==> config.mk <==
export PLATFORM = sky130hd
export DESIGN_NAME = i3c_xfer_sequencer
export DESIGN_NICKNAME = d
export VERILOG_FILES = /design/src/rtl/i3c_xfer_sequencer.sv
export SDC_FILE = /design/constraint.sdc
export NUM_CORES = 1
export LEC_CHECK = 0
export CAP_MARGIN = 15
export CORE_MARGIN = 2
export CORE_UTILIZATION = 49
export CTS_CLUSTER_DIAMETER = 80
export DETAILED_ROUTE_END_ITERATION = 6
export PLACE_DENSITY = 0.84
export RECOVER_POWER = 50
export SYNTH_ARGS = -nofsm -noshare
export SYNTH_HDL_FRONTEND = slang
export SYNTH_SLANG_ARGS = --single-unit
export TNS_END_PERCENT = 50
==> constraint.sdc <==
create_clock -name clk_i -period 3.4 [get_ports clk_i]
set_clock_uncertainty 0.2 [all_clocks]
set_input_delay 0.34 -clock clk_i [delete_from_list [all_inputs] [get_ports clk_i]]
set_output_delay 0.34 -clock clk_i [all_outputs]
set_load 0.02 [all_outputs]
==> src/rtl/i3c_xfer_sequencer.sv <==
// i3c_xfer_sequencer: converts HCI transfer commands and a TX byte stream into format-FIFO
// entries for the I2C/I3C controller, tracks in-flight entries and posts one response per command.
module i3c_xfer_sequencer #(
  parameter int unsigned LenWidth       = 12,
  parameter int unsigned MaxOutstanding = 8
) (
  input  logic                clk_i,
  input  logic                rst_i,
  input  logic                cmd_valid_i,
  output logic                cmd_ready_o,
  input  logic [6:0]          cmd_addr_i,
  input  logic                cmd_rnw_i,
  input  logic [LenWidth-1:0] cmd_len_i,
  input  logic                cmd_stop_i,
  input  logic                abort_i,
  input  logic                tx_valid_i,
  output logic                tx_ready_o,
  input  logic [7:0]          tx_data_i,
  output logic                fmt_valid_o,
  input  logic                fmt_ready_i,
  output logic [7:0]          fmt_byte_o,
  output logic                fmt_start_o,
  output logic                fmt_stop_o,
  output logic                fmt_readb_o,
  output logic                fmt_rcont_o,
  output logic                fmt_nakok_o,
  input  logic                cmd_complete_i,
  input  logic                nak_i,
  input  logic                host_idle_i,
  output logic                unhandled_nak_o,
  input  logic                rx_valid_i,
  input  logic [7:0]          rx_data_i,
  output logic                rx_valid_o,
  output logic [7:0]          rx_data_o,
  output logic                resp_valid_o,
  input  logic                resp_ready_i,
  output logic [1:0]          resp_status_o,
  output logic [LenWidth-1:0] resp_len_o
);

  localparam int unsigned OutW = $clog2(MaxOutstanding + 1);
  localparam logic [OutW-1:0]     OutMax   = OutW'(MaxOutstanding);
  localparam logic [LenWidth-1:0] ChunkMax = LenWidth'(256);

  localparam logic [2:0] S_IDLE   = 3'd0;
  localparam logic [2:0] S_ADDR   = 3'd1;
  localparam logic [2:0] S_WDATA  = 3'd2;
  localparam logic [2:0] S_RCHUNK = 3'd3;
  localparam logic [2:0] S_WAIT   = 3'd4;
  localparam logic [2:0] S_DRAIN  = 3'd5;
  localparam logic [2:0] S_RESP   = 3'd6;

  localparam logic [1:0] ST_OK    = 2'd0;
  localparam logic [1:0] ST_NAK   = 2'd1;
  localparam logic [1:0] ST_ABORT = 2'd2;

  logic [2:0]          state_q, state_d;
  logic [6:0]          addr_q, addr_d;
  logic                rnw_q, rnw_d;
  logic                stop_q, stop_d;
  logic [LenWidth-1:0] len_q, len_d;
  logic [LenWidth-1:0] wcnt_q, wcnt_d;
  logic [LenWidth-1:0] txcnt_q, txcnt_d;
  logic [LenWidth-1:0] rem_q, rem_d;
  logic [LenWidth-1:0] rxcnt_q, rxcnt_d;
  logic [OutW-1:0]     out_q, out_d;
  logic [1:0]          status_q, status_d;
  logic                rx_valid_q;
  logic [7:0]          rx_data_q;

  logic                fmt_base_valid;
  logic                fmt_acc;
  logic                out_full;
  logic                out_clr;
  logic                rx_window;
  logic                rx_take;
  logic                wlast;
  logic                rmore;
  logic [LenWidth-1:0] chunk;

  assign out_full  = (out_q == OutMax);
  assign wlast     = (wcnt_q == len_q - LenWidth'(1));
  assign rmore     = (rem_q > ChunkMax);
  assign chunk     = rmore ? ChunkMax : rem_q;
  assign rx_window = rnw_q && (state_q inside {S_ADDR, S_RCHUNK, S_WAIT, S_DRAIN});
  assign rx_take   = rx_valid_i && rx_window && (rxcnt_q != len_q);

  assign cmd_ready_o     = (state_q == S_IDLE);
  assign resp_valid_o    = (state_q == S_RESP);
  assign resp_status_o   = status_q;
  assign resp_len_o      = rnw_q ? rxcnt_q : wcnt_q;
  assign unhandled_nak_o = (state_q == S_RESP) && (status_q == ST_NAK);
  assign fmt_nakok_o     = 1'b0;
  assign rx_valid_o      = rx_valid_q;
  assign rx_data_o       = rx_data_q;

  // Next-state, entry generation and counter bookkeeping.
  always_comb begin
    state_d        = state_q;
    addr_d         = addr_q;
    rnw_d          = rnw_q;
    stop_d         = stop_q;
    len_d          = len_q;
    wcnt_d         = wcnt_q;
    txcnt_d        = txcnt_q;
    rem_d          = rem_q;
    rxcnt_d        = rxcnt_q + LenWidth'(rx_take);
    status_d       = status_q;
    out_clr        = 1'b0;
    fmt_base_valid = 1'b0;
    fmt_byte_o     = 8'h00;
    fmt_start_o    = 1'b0;
    fmt_stop_o     = 1'b0;
    fmt_readb_o    = 1'b0;
    fmt_rcont_o    = 1'b0;
    tx_ready_o     = 1'b0;

    // Entries are held back while the controller already owns MaxOutstanding of them.
    case (state_q)
      S_ADDR: begin
        fmt_base_valid = 1'b1;
        fmt_byte_o     = {addr_q, rnw_q};
        fmt_start_o    = 1'b1;
        fmt_stop_o     = stop_q && (len_q == '0);
      end
      S_WDATA: begin
        fmt_base_valid = tx_valid_i;
        fmt_byte_o     = tx_data_i;
        fmt_stop_o     = stop_q && wlast;
        tx_ready_o     = fmt_ready_i && !out_full;
      end
      S_RCHUNK: begin
        fmt_base_valid = 1'b1;
        fmt_byte_o     = chunk[7:0];
        fmt_readb_o    = 1'b1;
        fmt_rcont_o    = rmore;
        fmt_stop_o     = stop_q && !rmore;
      end
      S_DRAIN: begin
        tx_ready_o = !rnw_q && (txcnt_q != len_q);
      end
      default: ;
    endcase

    fmt_valid_o = fmt_base_valid && !out_full;
    fmt_acc     = fmt_valid_o && fmt_ready_i;

    case (state_q)
      S_IDLE: begin
        if (cmd_valid_i) begin
          addr_d   = cmd_addr_i;
          rnw_d    = cmd_rnw_i;
          stop_d   = cmd_stop_i;
          len_d    = cmd_len_i;
          rem_d    = cmd_len_i;
          wcnt_d   = '0;
          txcnt_d  = '0;
          rxcnt_d  = '0;
          status_d = ST_OK;
          state_d  = S_ADDR;
        end
      end
      S_ADDR: begin
        if (fmt_acc) begin
          if (len_q == '0)  state_d = S_WAIT;
          else if (rnw_q)   state_d = S_RCHUNK;
          else              state_d = S_WDATA;
        end
      end
      S_WDATA: begin
        if (fmt_acc) begin
          wcnt_d  = wcnt_q + LenWidth'(1);
          txcnt_d = txcnt_q + LenWidth'(1);
          if (wlast) state_d = S_WAIT;
        end
      end
      S_RCHUNK: begin
        if (fmt_acc) begin
          rem_d = rem_q - chunk;
          if (!rmore) state_d = S_WAIT;
        end
      end
      S_WAIT: begin
        if ((out_q == '0) && (!rnw_q || (rxcnt_q == len_q))) state_d = S_RESP;
      end
      S_DRAIN: begin
        // Swallow the rest of the command's TX bytes so the next command starts aligned.
        if (tx_ready_o && tx_valid_i) txcnt_d = txcnt_q + LenWidth'(1);
        if ((rnw_q || (txcnt_q == len_q)) && host_idle_i) begin
          out_clr = 1'b1;
          state_d = S_RESP;
        end
      end
      S_RESP: begin
        if (resp_ready_i) state_d = S_IDLE;
      end
      default: state_d = S_IDLE;
    endcase

    if (state_q inside {S_ADDR, S_WDATA, S_RCHUNK, S_WAIT}) begin
      if (nak_i) begin
        status_d = ST_NAK;
        state_d  = S_DRAIN;
      end else if (abort_i) begin
        status_d = ST_ABORT;
        state_d  = S_DRAIN;
      end
    end

    out_d = out_q;
    if (out_clr) begin
      out_d = '0;
    end else if (fmt_acc && !(cmd_complete_i && (out_q != '0))) begin
      out_d = out_q + OutW'(1);
    end else if (!fmt_acc && cmd_complete_i && (out_q != '0)) begin
      out_d = out_q - OutW'(1);
    end
  end

  // State and datapath registers.
  always_ff @(posedge clk_i or posedge rst_i) begin
    if (rst_i) begin
      state_q    <= S_IDLE;
      addr_q     <= '0;
      rnw_q      <= 1'b0;
      stop_q     <= 1'b0;
      len_q      <= '0;
      wcnt_q     <= '0;
      txcnt_q    <= '0;
      rem_q      <= '0;
      rxcnt_q    <= '0;
      out_q      <= '0;
      status_q   <= ST_OK;
      rx_valid_q <= 1'b0;
      rx_data_q  <= 8'h00;
    end else begin
      state_q    <= state_d;
      addr_q     <= addr_d;
      rnw_q      <= rnw_d;
      stop_q     <= stop_d;
      len_q      <= len_d;
      wcnt_q     <= wcnt_d;
      txcnt_q    <= txcnt_d;
      rem_q      <= rem_d;
      rxcnt_q    <= rxcnt_d;
      out_q      <= out_d;
      status_q   <= status_d;
      rx_valid_q <= rx_take;
      if (rx_take) rx_data_q <= rx_data_i;
    end
  end

endmodule

# Word-level counts from Yosys, hierarchy flattened
# Index checks and enable logic that the tools add are counted.
# op_classes
addsub	7
n_lt_le_gt_ge	1
eq_ne	17
n_mux	45
reduce_logical	40
# ops
operator	n
12-bit 2-to-1 mux	10
12-bit one-hot mux with 2 select lines	2
3-bit 2-to-1 mux	13
12-bit equality test	3
12-bit one-hot mux with 3 select lines	1
12-bit by 1-bit adder with 12-bit output (second input constant)	2
12-bit != test	2
8-bit one-hot mux with 3 select lines	1
3-bit one-hot mux with 7 select lines	1
1-bit logical AND	18
12-bit by 1-bit adder with 12-bit output	1
12-bit by 9-bit greater-than comparator with 1-bit output (second input constant)	1
12-bit zero test	1
4-bit 2-to-1 mux	3
4-bit nonzero test	3
12-bit by 1-bit subtractor with 12-bit output (second input constant)	1
12-bit subtractor	1
2-bit 2-to-1 mux	5
3-bit equality test (second input constant)	3
3-bit by 2-bit equality test with 1-bit output (second input constant)	2
1-bit 2-to-1 mux	6
2-bit != test (second input constant)	3
3-bit AND reduction	2
3-bit nonzero test	2
16 further kinds	23
# word_totals
regBits	87
output_inout_bits	41
word_cells	123

# Longest topological paths before layout
# logic_depth
word_depth	11
mapped_depth	13
mapped_depth_nobuf	12

# Least setup slack after synthesis
# Ideal clock, no wire load.
# synth_path
path_type	flip-flop to output port
from	register len_q[0]
to	output fmt_stop_o
arrival_ns	2.948
setup_slack_ns	-0.088
stages_incl_launch_ff	11
path_cell_list	dfrtp_1 clkbuf_1 inv_1 ha_1 buf_8 or3b_4 or3_4 or2_2 a2111oi_0 o2111ai_1 o21ai_0
# synth_between
elab_chain_len	4
word_cells_on_any_way	6
classes_between	add/sub (1); eq/ne (1); mux (1); reduce/logical (3)
# synth_lines
item	line_no	source
from (decl)	61	logic [LenWidth-1:0] len_q, len_d;
from (signal assigned)	241	len_q <= len_d;
12-bit by 1-bit subtractor with 12-bit output	82	assign wlast = (wcnt_q == len_q - LenWidth'(1));
12-bit equality test	82	
1-bit logical AND	129	fmt_stop_o = stop_q && wlast;
1-bit one-hot mux with 3 select lines *	119	case (state_q)
to (decl)	23	output logic fmt_stop_o,
# Mark *: on every way between the ends. The rest lies on a longest branch, timed or not.

# Final worst setup path
# Same ends and word-level chain as after synthesis.

==> out/qor.txt <==
status: finished with violations
failing checks: design-rule violations, max-capacitance violations, max-slew violations
CTS Buf Count: 9
number of max-cap violations: 1
final worst-path cycle share: 0.991
area of the multi-input gates: 0.00301 mm²
Final Net Count: 781
commonest non-fill, non-tap cell in the layout: nand2_1
Core Area: 0.0108 mm²
Critical Path Sink Type: output pin
mean post-synth cell area: 8.78 µm²
Int Pwr: 2.95 mW
DRC: 2
post-layout min period: 3.37 ns
leakage: 3.27 nW
first-pass GRT wire length: 24,700 µm
Synth cell types: 69
Post-Syn Area: 0.00546 mm²
P&R area growth vs syn: 25.8%
Max IR drop VDD: 0.382 mV
Die Wd: 110 µm
Sw Pwr: 2.15 mW
root cell of the clock tree: clkbuf_8
clk buf depth: 2
Synth Warn #: 0
critical path, cell by cell: inv_2 -> ha_4 -> or3b_4 -> or3_4 -> or2_4 -> a2111oi_4 -> o2111ai_2 -> o21ai_2 -> buf_6
Slew HR: -0.406
Clock Power Share: 0.166
hold crit path type: input pin to flop
Slew Limit Fails: 47
initial core utilization: 0.504
Reg clk slew, reported paths: 0.10 ns
Rows: 38
drt initial violations: 395
# fillers: 897
post-synth top area cell: dfrtp_1
Wirelength per Cell: 17.9 µm
largest net degree at the start of global routing: 47
Main synth FF type: dfrtp_1
Setup WS pre-CTS: -0.219 ns
slew at the pin with the worst max-slew slack: 2.10 ns
Flop pwr share: 0.349
cts-stage hold buffer count: 0
TritonCTS clock tree: built
DIE HEIGHT: 110 µm
initial antenna violation count: 0
Synth area leaders: dfrtp_1 (40%), nand2_1 (6.9%), xor2_1 (6.7%)
most frequent cells in the layout: nand2_1 (100), dfrtp_1 (87), clkdlybuf4s50_1 (68)
final hold violations: 0
top cell type's share of synthesized area: 0.399
crit-path max cell delay: 0.40 ns
Largest delay share family, worst path: simple AND/OR/NAND/NOR gates
Worst Setup Slack, final: 0.0301 ns
post-synthesis sequential area ratio: 0.399
Async SR Flop Fraction: 1.00
Seq. cell area: 0.00218 mm²
Seq cells post-synth: 87
CP Launch Type: flop
Placed Instances: 852
RSZ-0062 raised after global routing: yes
drt pass-1 iters: 7
EDFF count, synth: 0
CP max-delay cell: dfrtp_1
FMAX: 0.297 GHz
GRT Total Usage: 0.263
I/O Pins: 89
clk_lat worst skew: 0.37 ns
Power Total: 5.10 mW
IO buf count: 87
fraction of layout cells with a size suffix above 1: 0.137
DP Wirelength: 11,200 µm
DR vias/cell: 5.92
die area: 0.0120 mm²
critical path type: flop to output pin
final wirelength: 15,500 µm
Worst Path Buf+Inv: 2
post-layout util: 0.634
Arrival @ worst endpoint: 2.83 ns
Combinational Power Share: 0.485
Sink Count: 87
setup TNS: 0 ns
Mapped Nets: 679
final RePlAce weighted congestion: 0.970
gr ovfl total: 0
Max FO, Critical Path: 2
PwrDens: 742 mW/mm²
Final Setup Violations: 0
Diodes inserted: 0
vias in the first global route: 5,130
H-tree level count: 3
Sw Ratio: 0.422
vias: 5,148
worst endpoint required time: 2.86 ns
Cell Count, Final, Fillers Out: 869
number of nets with antenna violations after routing: 0
Synth Instances: 622
## through the flow
step / hold slack (ns) / area [µm²]
global route: 0.306 / 6870
global placement: 0.261 / 6570
finish: 0.289 / 6870
detailed placement: 0.268 / 6570
floorplan: 0.245 / 5460
CTS: 0.242 / 6830
## cells in the mapped netlist (4+ instances only)
library cell and instances:
nand2_1 100, dfrtp_1 87, nor2_1 52, xor2_1 42, a21oi_1 32, o21ai_0 30
inv_1 24, clkbuf_1 20, mux2_2 19, nand3_1 16, xnor2_1 15, a31oi_1 12
nor3_1 11, and3_1 9, nand4_1 9, nor4_1 9, or3_1 9, a222oi_1 8
ha_1 8, a22o_1 7, buf_6 6, a21o_1 5, and2_1 5, o22ai_1 5
o31ai_1 5, or4_1 5, nand2b_1 4, nor2b_1 4, or2_2 4
## repair_timing
item | CTS | global route
gates resized for setup | 11 | 14
pin swaps | 3 | 3
buffers inserted | 0 | 1
setup endpoints to repair | 1 | 9
## layout make-up
type,instances,share of cell area
sequential,87,0.317
inverter,25,0.0138
clock inverter,7,0.0149
multi-input combinational,473,0.439
tap,140,0.0255
timing repair buffer,128,0.172
clock buffer,9,0.0180
## routing by layer
layer  vias to the layer above  track usage  part of all wire
met4                         0       0.0850             0.023
li1                       2385            -                 -
met3                        36       0.0486             0.080
met2                       238        0.437              0.48
met5                         -            0                 0
met1                      2489        0.349              0.42
## registers in the layout, summed over array words and instances (netlist names)
register       count
len_q             12
rem_q             12
rxcnt_q           12
txcnt_q           12
wcnt_q            12
rx_data_o          8
addr_q             7
out_q              4
state_q            3
resp_status_o      2
rnw_q              1
rx_valid_o         1
stop_q             1
## kinds of logic after synthesis
group,share of synthesized area
other,0.00138
buffers and inverters,0.0607
adder cells (fa/ha/maj),0.0238
flip-flops,0.399
AO/OA/AOI/OAI,0.151
AND/OR/NAND/NOR,0.228
multiplexers,0.0447
XOR/XNOR,0.0914
## power groups by stage
stage               clock [mW]  sequential, mW  combinational [mW]
global route             0.886            1.82                2.71
CTS                      0.850            1.75                2.45
global placement             0            1.74                2.31
finish                   0.846            1.78                2.47
detailed placement           0            1.77                2.39
floorplan                    0            1.70                1.65
## tightest hold or removal path, cell delays in order
cell	delay, ns
clkdlybuf4s50_1	0.39
nand2_1	0.06
nand2_1	0.04
## worst paths after layout
| check | slack [ns] | endpoint | from | depth (start not counted) |
|---|---|---|---|---|
| setup / recovery | 0.03 | fmt_stop_o | len_q[0] | 9 |
| hold / removal | 0.29 | addr_q[3] | cmd_addr_i[3] | 3 |
| setup reg to reg | 0.17 | state_q[1] | len_q[0] | 10 |
| hold reg to reg | 0.30 | addr_q[0] | addr_q[0] | 2 |
| max in group asynchronous | 0.65 | rem_q[9] | rst_i | 3 |
| min in group asynchronous | 0.74 | rx_data_o[3] | rst_i | 2 |
Note: power is estimated with default switching activity, not from simulation.
